--- src/rtl/uart_rx_fifo_pkg.sv ---
// Shared encodings for the UART receive buffer: FSM states, word bit positions
// and the "nothing available" word.
package uart_rx_fifo_pkg;

    typedef enum logic [1:0] {
        ARM        = 2'd0,
        WAIT_ARMED = 2'd1,
        WAIT_BYTE  = 2'd2
    } rx_state_e;

    localparam int unsigned RX_READY_BIT = 15;
    localparam int unsigned OVR_BIT      = 14;
    localparam logic [15:0] EMPTY_WORD   = 16'h8000;

endpackage

--- src/rtl/uart_rx_fifo_byte_fifo.sv ---
// Synchronous byte FIFO with registered occupancy; head entry read combinationally.
// A push while full is accepted only when a pop frees the head slot in the same cycle.
module byte_fifo #(
    parameter int unsigned DEPTH = 16
) (
    input  logic                       clk,
    input  logic                       reset,
    input  logic                       i_push,
    input  logic [7:0]                 i_data,
    input  logic                       i_pop,
    output logic                       o_full,
    output logic                       o_empty,
    output logic [$clog2(DEPTH):0]     o_count,
    output logic [7:0]                 o_head
);

    localparam int unsigned AW = $clog2(DEPTH);
    localparam int unsigned CW = AW + 1;

    logic [7:0]    r_mem [DEPTH];
    logic [AW-1:0] r_wr_ptr;
    logic [AW-1:0] r_rd_ptr;
    logic [CW-1:0] r_count;
    logic          w_push_ok;
    logic          w_pop_ok;

    assign o_full    = (r_count == CW'(DEPTH));
    assign o_empty   = (r_count == '0);
    assign w_pop_ok  = i_pop && !o_empty;
    assign w_push_ok = i_push && (!o_full || i_pop);

    always_ff @(posedge clk) begin
        if (reset) begin
            r_wr_ptr <= '0;
            r_rd_ptr <= '0;
            r_count  <= '0;
        end else begin
            if (w_push_ok) begin
                r_wr_ptr <= r_wr_ptr + AW'(1);
            end
            if (w_pop_ok) begin
                r_rd_ptr <= r_rd_ptr + AW'(1);
            end
            case ({w_push_ok, w_pop_ok})
                2'b10:   r_count <= r_count + CW'(1);
                2'b01:   r_count <= r_count - CW'(1);
                default: r_count <= r_count;
            endcase
        end
    end

    // Storage carries no reset; only the pointers define validity.
    always_ff @(posedge clk) begin
        if (w_push_ok) begin
            r_mem[r_wr_ptr] <= i_data;
        end
    end

    assign o_count = r_count;
    assign o_head  = r_mem[r_rd_ptr];

endmodule

--- src/rtl/uart_rx_fifo.sv ---
// Receive buffer behind the UART receiver: re-arms it after every byte, queues
// completed bytes and presents the head byte plus flags as one CPU word.
module uart_rx_fifo
    import uart_rx_fifo_pkg::*;
#(
    parameter int unsigned DEPTH       = 16,
    parameter int unsigned ARM_TIMEOUT = 4
) (
    input  logic                       clk,
    input  logic                       reset,
    input  logic [15:0]                rx_out,
    output logic                       rx_clear,
    input  logic                       cpu_pop,
    output logic [15:0]                cpu_out,
    output logic [$clog2(DEPTH):0]     count
);

    localparam int unsigned TW = $clog2(ARM_TIMEOUT + 1);

    rx_state_e     r_state;
    rx_state_e     w_state_next;
    logic [TW-1:0] r_tmo;
    logic [TW-1:0] w_tmo_next;
    logic          r_ovr;
    logic          r_rx_clear;
    logic          w_push;
    logic          w_drop;
    logic          w_full;
    logic          w_empty;
    logic [7:0]    w_head;
    logic [15:0]   w_cpu_word;
    logic          w_unused;

    assign w_unused = ^rx_out[14:8];

    // A push that the FIFO cannot take marks an overrun.
    assign w_drop = w_push && w_full && !cpu_pop;

    always_ff @(posedge clk) begin
        if (reset) begin
            r_state    <= ARM;
            r_tmo      <= '0;
            r_ovr      <= 1'b0;
            r_rx_clear <= 1'b1;
        end else begin
            r_state    <= w_state_next;
            r_tmo      <= w_tmo_next;
            r_rx_clear <= (w_state_next == ARM);
            if (w_drop) begin
                r_ovr <= 1'b1;
            end else if (cpu_pop) begin
                r_ovr <= 1'b0;
            end
        end
    end

    always_comb begin
        w_state_next = r_state;
        w_tmo_next   = r_tmo;
        w_push       = 1'b0;
        case (r_state)
            ARM: begin
                w_state_next = WAIT_ARMED;
            end
            WAIT_ARMED: begin
                if (rx_out[RX_READY_BIT]) begin
                    w_state_next = WAIT_BYTE;
                    w_tmo_next   = '0;
                end else if (r_tmo == TW'(ARM_TIMEOUT - 1)) begin
                    // Receiver never showed ready: pulse clear again.
                    w_state_next = ARM;
                    w_tmo_next   = '0;
                end else begin
                    w_tmo_next = r_tmo + TW'(1);
                end
            end
            WAIT_BYTE: begin
                if (!rx_out[RX_READY_BIT]) begin
                    w_push       = 1'b1;
                    w_state_next = ARM;
                end
            end
            default: begin
                w_state_next = ARM;
                w_tmo_next   = '0;
            end
        endcase
    end

    byte_fifo #(
        .DEPTH (DEPTH)
    ) u_fifo (
        .clk     (clk),
        .reset   (reset),
        .i_push  (w_push),
        .i_data  (rx_out[7:0]),
        .i_pop   (cpu_pop),
        .o_full  (w_full),
        .o_empty (w_empty),
        .o_count (count),
        .o_head  (w_head)
    );

    always_comb begin
        w_cpu_word          = w_empty ? EMPTY_WORD : {8'h00, w_head};
        w_cpu_word[OVR_BIT] = r_ovr;
    end

    assign cpu_out  = w_cpu_word;
    assign rx_clear = r_rx_clear;

endmodule

--- config.mk ---
export PLATFORM = sky130hd
export DESIGN_NAME = uart_rx_fifo
export DESIGN_NICKNAME = d
export VERILOG_FILES = /design/src/rtl/uart_rx_fifo_pkg.sv /design/src/rtl/uart_rx_fifo_byte_fifo.sv /design/src/rtl/uart_rx_fifo.sv
export SDC_FILE = /design/constraint.sdc
export NUM_CORES = 1
export LEC_CHECK = 0
export CORE_ASPECT_RATIO = 0.8
export CORE_UTILIZATION = 30
export CTS_CLUSTER_DIAMETER = 120
export DETAILED_ROUTE_END_ITERATION = 8
export DONT_BUFFER_PORTS = 1
export GPL_TIMING_DRIVEN = 1
export HOLD_SLACK_MARGIN = 0.03
export PLACE_DENSITY = 0.53
export SLEW_MARGIN = 20
export SYNTH_ARGS = -nofsm -noshare
export SYNTH_HDL_FRONTEND = slang
export SYNTH_SLANG_ARGS = --single-unit
--- constraint.sdc ---
create_clock -name clk -period 2.8 [get_ports clk]
set_input_delay 0.56 -clock clk [delete_from_list [all_inputs] [get_ports clk]]
set_output_delay 0.56 -clock clk [all_outputs]
set_load 0.03 [all_outputs]
==> metrics.txt <==
via count 3272; Most Crowded Layer GR met2; critical path startpoint category flip-flop; clk root buf clkbuf_16; worst min path class in -> reg; aggregate routed wire length 12560 um; via/cell ratio 4.819; Final ANT Viol Nets 0; synthesized flop and latch total 152; Top Family by Delay on Critical Path multiplexers; hold_buf cts 0; placed cells 639; Final Hold Viols 0; initial antenna violation count 0; Final Util 0.3765; pwr dens 907.5 nW/um^2; io pins 41; multi-input logic area 1898 um^2; number of synthesized flops with an enable pin 128; Post-synth ARST share 0; CORE AREA 20140 um^2; Initial Util 0.3113; later-pin clock latency in the skew report 0.42 ns; Worst Path Required 2.24 ns; Die H 131.3 um; critical path's slowest cell mux4_2; die width 163.6 um; Most common cell on crit path a211oi_2; Pleak 2.472 nW; max_slew headroom 0.3515; layout cell share with drive strength beyond 1 0.3229; placed wire-length estimate 8065 um; DRT Pass-1 Iters 4; final setup fails 0; WP data arrival 2.18 ns; actual slew at the worst max-slew pin 0.9714 ns; largest stage delay on the critical path 0.51 ns; Mapped Cells 370; Max H-tree Level 4; area of the die 21490 um^2; global-route wire length before repair 19250 um; drc violations 0; CTS Sinks 152; routing usage on met3 0.03188; Rows 46; Worst Setup Path Type reg -> out; fmax 364.7 MHz; Crit. End Element output pin; Reg area 4340 um^2; CTS buffer count 17; # Max-Cap Violations 0; Bufs and invs on worst path 3; synthesized area 6271 um^2; Clock Path Buffers 2; fin. max-slew vios 0; Port Buffers 0; largest net degree at the start of global routing 33; vias in the first global route 3412; final net count 431; initial DRC count 204; clk_skew 0.01041 ns; grt met1 use 0.1643; Yosys cell types 47; register area share after synthesis 0.6895; met2 usage 0.1867; gpl congestion 0.7855; area grow syn2layout 20.95%; Overflow after GRT 0; number of diodes 0; cells along the critical path buf_12 > buf_6 > mux4_2 > a211oi_2 > a211oi_2 > buf_4; CTS clk-pin slew, worst paths 0.06 ns; GRT Total Usage 0.1207; syn_area_per_cell 16.95 um^2; worst vdd rail ir drop 0.6756 mV; Fill cells 1881; RSZ-0062 raised after global routing true; final cycle utilization of the critical path 0.9793; Final Non-Filler Cells 679; status completed; CTS tree yes; routed len/inst 18.50 um; most common flop cell mapped by yosys edfxtp_1; Tmin final 2.742 ns; maximum fanout along the worst path 8; yosys warns 0
-- routing by layer --
layer  wire (um)  share of wire
met4         146          0.012
met1        5823           0.46
met2        5964           0.47
met3         627          0.050
met5           0              0
-- flip-flops by register name, summed over array words and instances, names as in the netlist, named ones only --
register,count
u_fifo.o_count,5
u_fifo.r_rd_ptr,4
r_tmo,3
r_state,2
u_fifo.r_mem,128
u_fifo.r_wr_ptr,4
r_ovr,1
rx_clear,1
-- cells in the final DEF, fill, tap and decap left out, types with 7 or more instances in the layout --
cell type / count
nand2_1: 7
and3_1: 7
edfxtp_1: 128
mux4_2: 32
ha_1: 8
a211oi_2: 13
clkbuf_16: 19
dfxtp_1: 19
nor3_1: 8
nand3_1: 8
nor2_1: 16
buf_4: 29
mux2i_1: 11
nor2b_1: 7
-- final cells by class --
cell class / count / area share
clock buffer: 17 / 0.05609
inverter: 7 / 0.003464
sequential: 152 / 0.5723
tap: 264 / 0.04355
clock inverter: 15 / 0.02145
multi-input combinational: 185 / 0.2502
timing repair buffer: 39 / 0.05295
-- kinds of logic after synthesis --
logic type                 Yosys count  synth area share
xor gates and xnor gates             7          0.009777
adders and majority gates           10           0.01995
other                                1         0.0005980
and+or+nand+nor                     80           0.07123
muxes                               44            0.1343
buffers and inverters               38           0.03053
DFF                                152            0.6895
AOI/OAI and AO/OA                   38           0.04410
-- Yosys cell counts, types with 2 or more instances --
| cell type | n | share of area |
|---|---|---|
| a211oi_1 | 17 | 0.020 |
| a21oi_1 | 5 | 0.0040 |
| and2_1 | 3 | 0.0030 |
| and3_1 | 7 | 0.0070 |
| buf_1 | 3 | 0.0018 |
| buf_2 | 9 | 0.0072 |
| buf_4 | 10 | 0.012 |
| clkbuf_1 | 9 | 0.0054 |
| dfxtp_1 | 24 | 0.077 |
| edfxtp_1 | 128 | 0.61 |
| ha_1 | 10 | 0.020 |
| inv_1 | 7 | 0.0042 |
| mux2i_1 | 11 | 0.018 |
| mux4_2 | 32 | 0.11 |
| nand2_1 | 7 | 0.0042 |
| nand2b_1 | 5 | 0.0050 |
| nand3_1 | 8 | 0.0064 |
| nand4_1 | 2 | 0.0020 |
| nor2_1 | 16 | 0.0096 |
| nor2b_1 | 8 | 0.0080 |
| nor3_1 | 8 | 0.0064 |
| nor3b_1 | 4 | 0.0048 |
| nor4_1 | 2 | 0.0020 |
| o21a_1 | 2 | 0.0024 |
| o21ai_0 | 4 | 0.0032 |
| or3_1 | 3 | 0.0030 |
| xnor2_1 | 2 | 0.0028 |
| xor2_1 | 5 | 0.0070 |
-- stage by stage --
| stage | hold WS (ns) | setup TNS, ns | setup WS, ns | total power [mW] | instance area [um^2] |
|---|---|---|---|---|---|
| 6_report | 0.2011 | 0 | 0.05792 | 6.883 | 7585 |
| 5_1_grt | 0.1877 | -0.06740 | -0.04992 | 7.176 | 7585 |
| 4_1_cts | 0.1818 | -0.04647 | -0.02365 | 6.769 | 7436 |
| 3_5_place_dp | 0.4645 | 0 | 0.1073 | 4.428 | 6773 |
| 3_3_place_gp | 0.4552 | 0 | 0.1377 | 4.395 | 6773 |
| 2_1_floorplan | 0.4434 | -0.05169 | -0.05169 | 3.966 | 6355 |
-- final timing paths --
| kind | from | to | slack, ns | depth (start not counted) |
|---|---|---|---|---|
| hold reg to reg | r_tmo[1] | r_tmo[1] | 0.47 | 2 |
| hold / removal | reset | u_fifo.o_count[2] | 0.20 | 1 |
| setup / recovery | flip-flop | cpu_out[3] | 0.06 | 6 |
| setup reg to reg | u_fifo.o_count[1] | u_fifo.o_count[4] | 0.07 | 9 |
-- repair_timing --
item / 4_1_cts / 5_1_grt
gates cloned: 0 / 2
gates resized for setup: 6 / 18
endpoints found under the setup margin: 8 / 9
pin swaps: 3 / 7
buffers inserted: 4 / 2
-- power by group --
| group | internal [mW] | switching [mW] |
|---|---|---|
| clock | 1.33 | 0.936 |
| combinational | 0.874 | 1.14 |
| sequential | 2.52 | 0.0786 |
| total | 4.73 | 2.15 |
Power figures use the tool's default switching activity.
==> RTL change 1 (same settings) <==
The parameter `ARM_TIMEOUT` goes from 4 to 8.
--- a/src/rtl/uart_rx_fifo.sv
+++ b/src/rtl/uart_rx_fifo.sv
@@ -6,3 +6,3 @@
     parameter int unsigned DEPTH       = 16,
-    parameter int unsigned ARM_TIMEOUT = 4
+    parameter int unsigned ARM_TIMEOUT = 8
 ) (
Function: changed (a bounded check fails within 10 cycles, from zero or initial values and one cycle with reset high).
==> RTL change 1 against the original RTL <==
First-iteration DRC count fell by 11%. Sequential share of layout area barely moved. Total power rose by 1.1%. Via count rose by 0.34%. Die area rose by 1.4%. Non-clock buffer count rose by 4. Area after synthesis rose by 1.4%. Final area rose by 0.36%. Setup slack got worse by 0.013 ns. Clock power fell by 2%. Wire length barely moved. Synthesized cell count rose by 1.4%. Sequential cell count rose by 1.
==> RTL change 1: results (changes against the original RTL) <==
Clk. pwr = 2.22 mW (-2%)
Multi-Input Combinational = 189 (+2.2%)
Synth Area in Compound Gates = 5.49% (+1.1 points)
Final Wtd Congestion = 0.771 (-1.9%)
Top Family by Delay on Critical Path = simple AND/OR/NAND/NOR gates
Sequential element share of the synthesized area = 68.3% (-0.65 points)
Mux cell area share after synthesis = 13.3% (-0.17 points)
1st-iter DRT viols = 182 (-11%)
Arrival time at the worst endpoint = 2.20 ns (+0.02 ns)
Metal2 WL = 5.74 mm (-3.7%)
Switching Share = 30.4% (-0.85 points)
Slew headroom = 25.9% (-9.3 points)
Power share of the clock group = 31.9% (-1.1 points)
Leakage = 2.43 nW (-1.6%)
Reg power frac = 37.4% (-0.4 points)
Worst setup margin = 0.0447 ns (-0.0132 ns)
Area of the multi-input gates = 1880 um2 (-0.86%)
Post-CTS Setup Repair Bufs = 3 (-1)
Main area contributors after synthesis = edfxtp_1 60%, mux4_2 11%, dfxtp_1 7.9%
Synth cell count leaders = 128 x edfxtp_1, 32 x mux4_2, 29 x nor2_1
Metal1 wirelength = 6.00 mm (+3.0%)
Hold_ws = 0.214 ns (+0.0130 ns)
Rows = 47 (+2.2%)
Filler cells = 1930 (+2.6%)
Cells after Synth = 375 (+1.4%)
Finished Layout Cells = 691 (+1.8%)
GR Layer Usage met3 = 4.15% (+0.96 points)
Met2 usage = 18.3% (-0.34 points)
Critical-path top delay cell = or4_4
Vias per cell = 4.75 (-1.4%)
Seq cells post-synth = 153 (+0.66%)
Fraction of cell area in non-clock buffers = 5.70% (+0.41 points)
Vias in the first global route = 3316 (-2.8%)
Status = finished clean
Post-cts resize count = 8 (+2)
Largest net degree at the start of global routing = 25 (-24%)
Reg2reg setup slack = 0.16 ns (+0.09 ns)
Reg-to-reg startpoint = u_fifo.o_count[0]$_SDFFE_PP0P_
Dpl cells = 650 (+1.7%)
DR WL met3 = 721 um (+15%)
Grt met1 use = 17.4% (+0.96 points)
Synth Area in XOR/XNOR = 1.38% (+0.40 points)
Tot GR Track Use = 12.3% (+0.23 points)
Routed WL = 12.6 mm (about the same)
Nets = 438 (+1.6%)
Clk cell area share = 7.56% (-0.19 points)
Clock buf count = 18 (+1)
Plain + repair buffers = 43 (+10%)
DP Worst Slack = 0.0847 ns (-0.0226 ns)
Largest fanout on the critical path = 7 (-1)
FF+latch area = 4360 um2 (+0.37%)
Post-Synth Adder-Cell Area = 1.77% (-0.22 points)
FF-to-FF path depth = 10 (+1)
Peak supply drop = 0.000635 V (-6.0%)
-- RTL change 1: changes by cell type in the layout (fill, tap and decap cells not counted), sizes merged, moves of 3 or more --
cell / change
and3: -5
nor2: +13
nor3: -3
and2: -3
inv: -6
nand3: -5
clkinvlp: +3
buf: +4
-- RTL change 1: how the worst max path moves through the flow --
stage                                      to                           start  cells after the start
3_5_place_dp   u_fifo.o_count[4]$_SDFFE_PP0P_  u_fifo.o_count[0]$_SDFFE_PP0P_                     10
5_1_grt                            cpu_out[2]                            flop                      6
6_report                           cpu_out[7]  u_fifo.o_count[0]$_SDFFE_PP0P_                      6
3_3_place_gp   u_fifo.o_count[4]$_SDFFE_PP0P_  u_fifo.o_count[0]$_SDFFE_PP0P_                     10
4_1_cts                            cpu_out[4]                            flop                      6
2_1_floorplan  u_fifo.o_count[4]$_SDFFE_PP0P_  u_fifo.o_count[2]$_SDFFE_PP0P_                     13
==> RTL change 2 (config.mk and constraints unchanged) <==
Made on the original files. Make the reset (`reset`) asynchronous in 2 clocked blocks.
--- a/src/rtl/uart_rx_fifo_byte_fifo.sv
+++ b/src/rtl/uart_rx_fifo_byte_fifo.sv
@@ -31,3 +31,3 @@
 
-    always_ff @(posedge clk) begin
+    always_ff @(posedge clk or posedge reset) begin
         if (reset) begin
--- a/src/rtl/uart_rx_fifo.sv
+++ b/src/rtl/uart_rx_fifo.sv
@@ -38,3 +38,3 @@
 
-    always_ff @(posedge clk) begin
+    always_ff @(posedge clk or posedge reset) begin
         if (reset) begin
Formal check against the unedited RTL: differs if reset is asserted again (counterexample within 4 cycles, from zero or initial values and one cycle with reset high); with reset held inactive, the same outputs for 10 cycles.
==> RTL change 2 against the original RTL <==
Cell count down 5.2%. Global-route usage up 0.39 points. Critical endpoint is now cpu_out[2]. Setup slack better by 0.0072 ns. Sequential cell count down 4. Critical path type unchanged. Total power up 8.8%. Highest routed layer unchanged. Area after synthesis down 2.9%. Final area down 4.3%. Wire length down 6.9%.
==> RTL change 2: results (changes against the original RTL) <==
GR Layer Usage met3 = 3.78% (+0.59 points)
DR WL met3 = 626 um (-0.16%)
DP Worst Slack = 0.353 ns (+0.245 ns)
Seq power = 2.75 mW (+6%)
Final Wtd Congestion = 0.775 (-1.3%)
Library cells used by synthesis = 41 (-13%)
Reg2reg setup slack = 0.43 ns (+0.36 ns)
Peak supply drop = 0.000602 V (-11%)
Synth Area in Compound Gates = 2.71% (-1.7 points)
Largest net degree at the start of global routing = 36 (+9.1%)
Dpl cells = 608 (-4.9%)
Leakage = 2.50 nW (+0.96%)
Post-CTS Setup Repair Bufs = 2 (-2)
Post-cts resize count = 3 (-3)
Switching Share = 32.6% (+1.4 points)
Grt met1 use = 16.5% (+0.11 points)
Fin crit period = 2.73 ns (-0.00723 ns)
Worst Hold Class = primary input to asynchronous set/reset pin
Via count = 2970 (-9.2%)
Power share of the clock group = 30.5% (-2.5 points)
Syn avg cell area = 18.6 um2 (+9.9%)
FFs w/ async S/R, synth = 13.5% (+14 points)
Slew headroom = 47.1% (+12 points)
Dpl hpwl = 7.51 mm (-6.9%)
Worst Skew = 0.0128 ns (+0.00238 ns)
Met2 usage = 19.2% (+0.53 points)
Share of cells above drive strength 1 = 31.1% (-1.2 points)
Reg-to-Reg End = u_fifo.o_count[4]$_DFFE_PP0P_
Tot GR Track Use = 12.5% (+0.39 points)
Synth Area in XOR/XNOR = 1.87% (+0.89 points)
Status = finished clean
Metal1 wirelength = 5.59 mm (-4.1%)
Post-Synth Adder-Cell Area = 1.85% (-0.15 points)
Sequential element share of the synthesized area = 71.4% (+2.4 points)
Routed WL per cell = 18.2 um (-1.8%)
[RTL change 2: cell types whose count changed after synthesis, moves of 5 or more]
cell,unedited run,this run
nor2b_1,8,3
dfrtp_1,0,19
and3_1,7,0
mux2i_1,11,17
dfxtp_1,24,0
o22ai_1,1,9
a211oi_1,17,0
clkbuf_1,9,1
buf_2,9,3
nand3_1,8,2
xnor2_1,2,7
[RTL change 2: cell type report]
cell class / count / area [um2]
Fill cell: 1844 / 12600
Sequential cell: 148 / 4350
Multi-Input combinational cell: 151 / 1610
Clock buffer: 17 / 425
Timing Repair Buffer: 41 / 349
Tap cell: 264 / 330
Clock inverter: 15 / 170
Inverter: 8 / 30.0
[RTL change 2: through the flow]
stage	power [mW]	hold slack (ns)	instance area (um2)
6_report	7.49	0.179	7260
5_1_grt	7.86	0.204	7260
4_1_cts	7.53	0.190	7220
3_5_place_dp	5.19	0.466	6610
3_3_place_gp	5.16	0.466	6610
2_1_floorplan	4.51	0.454	6110
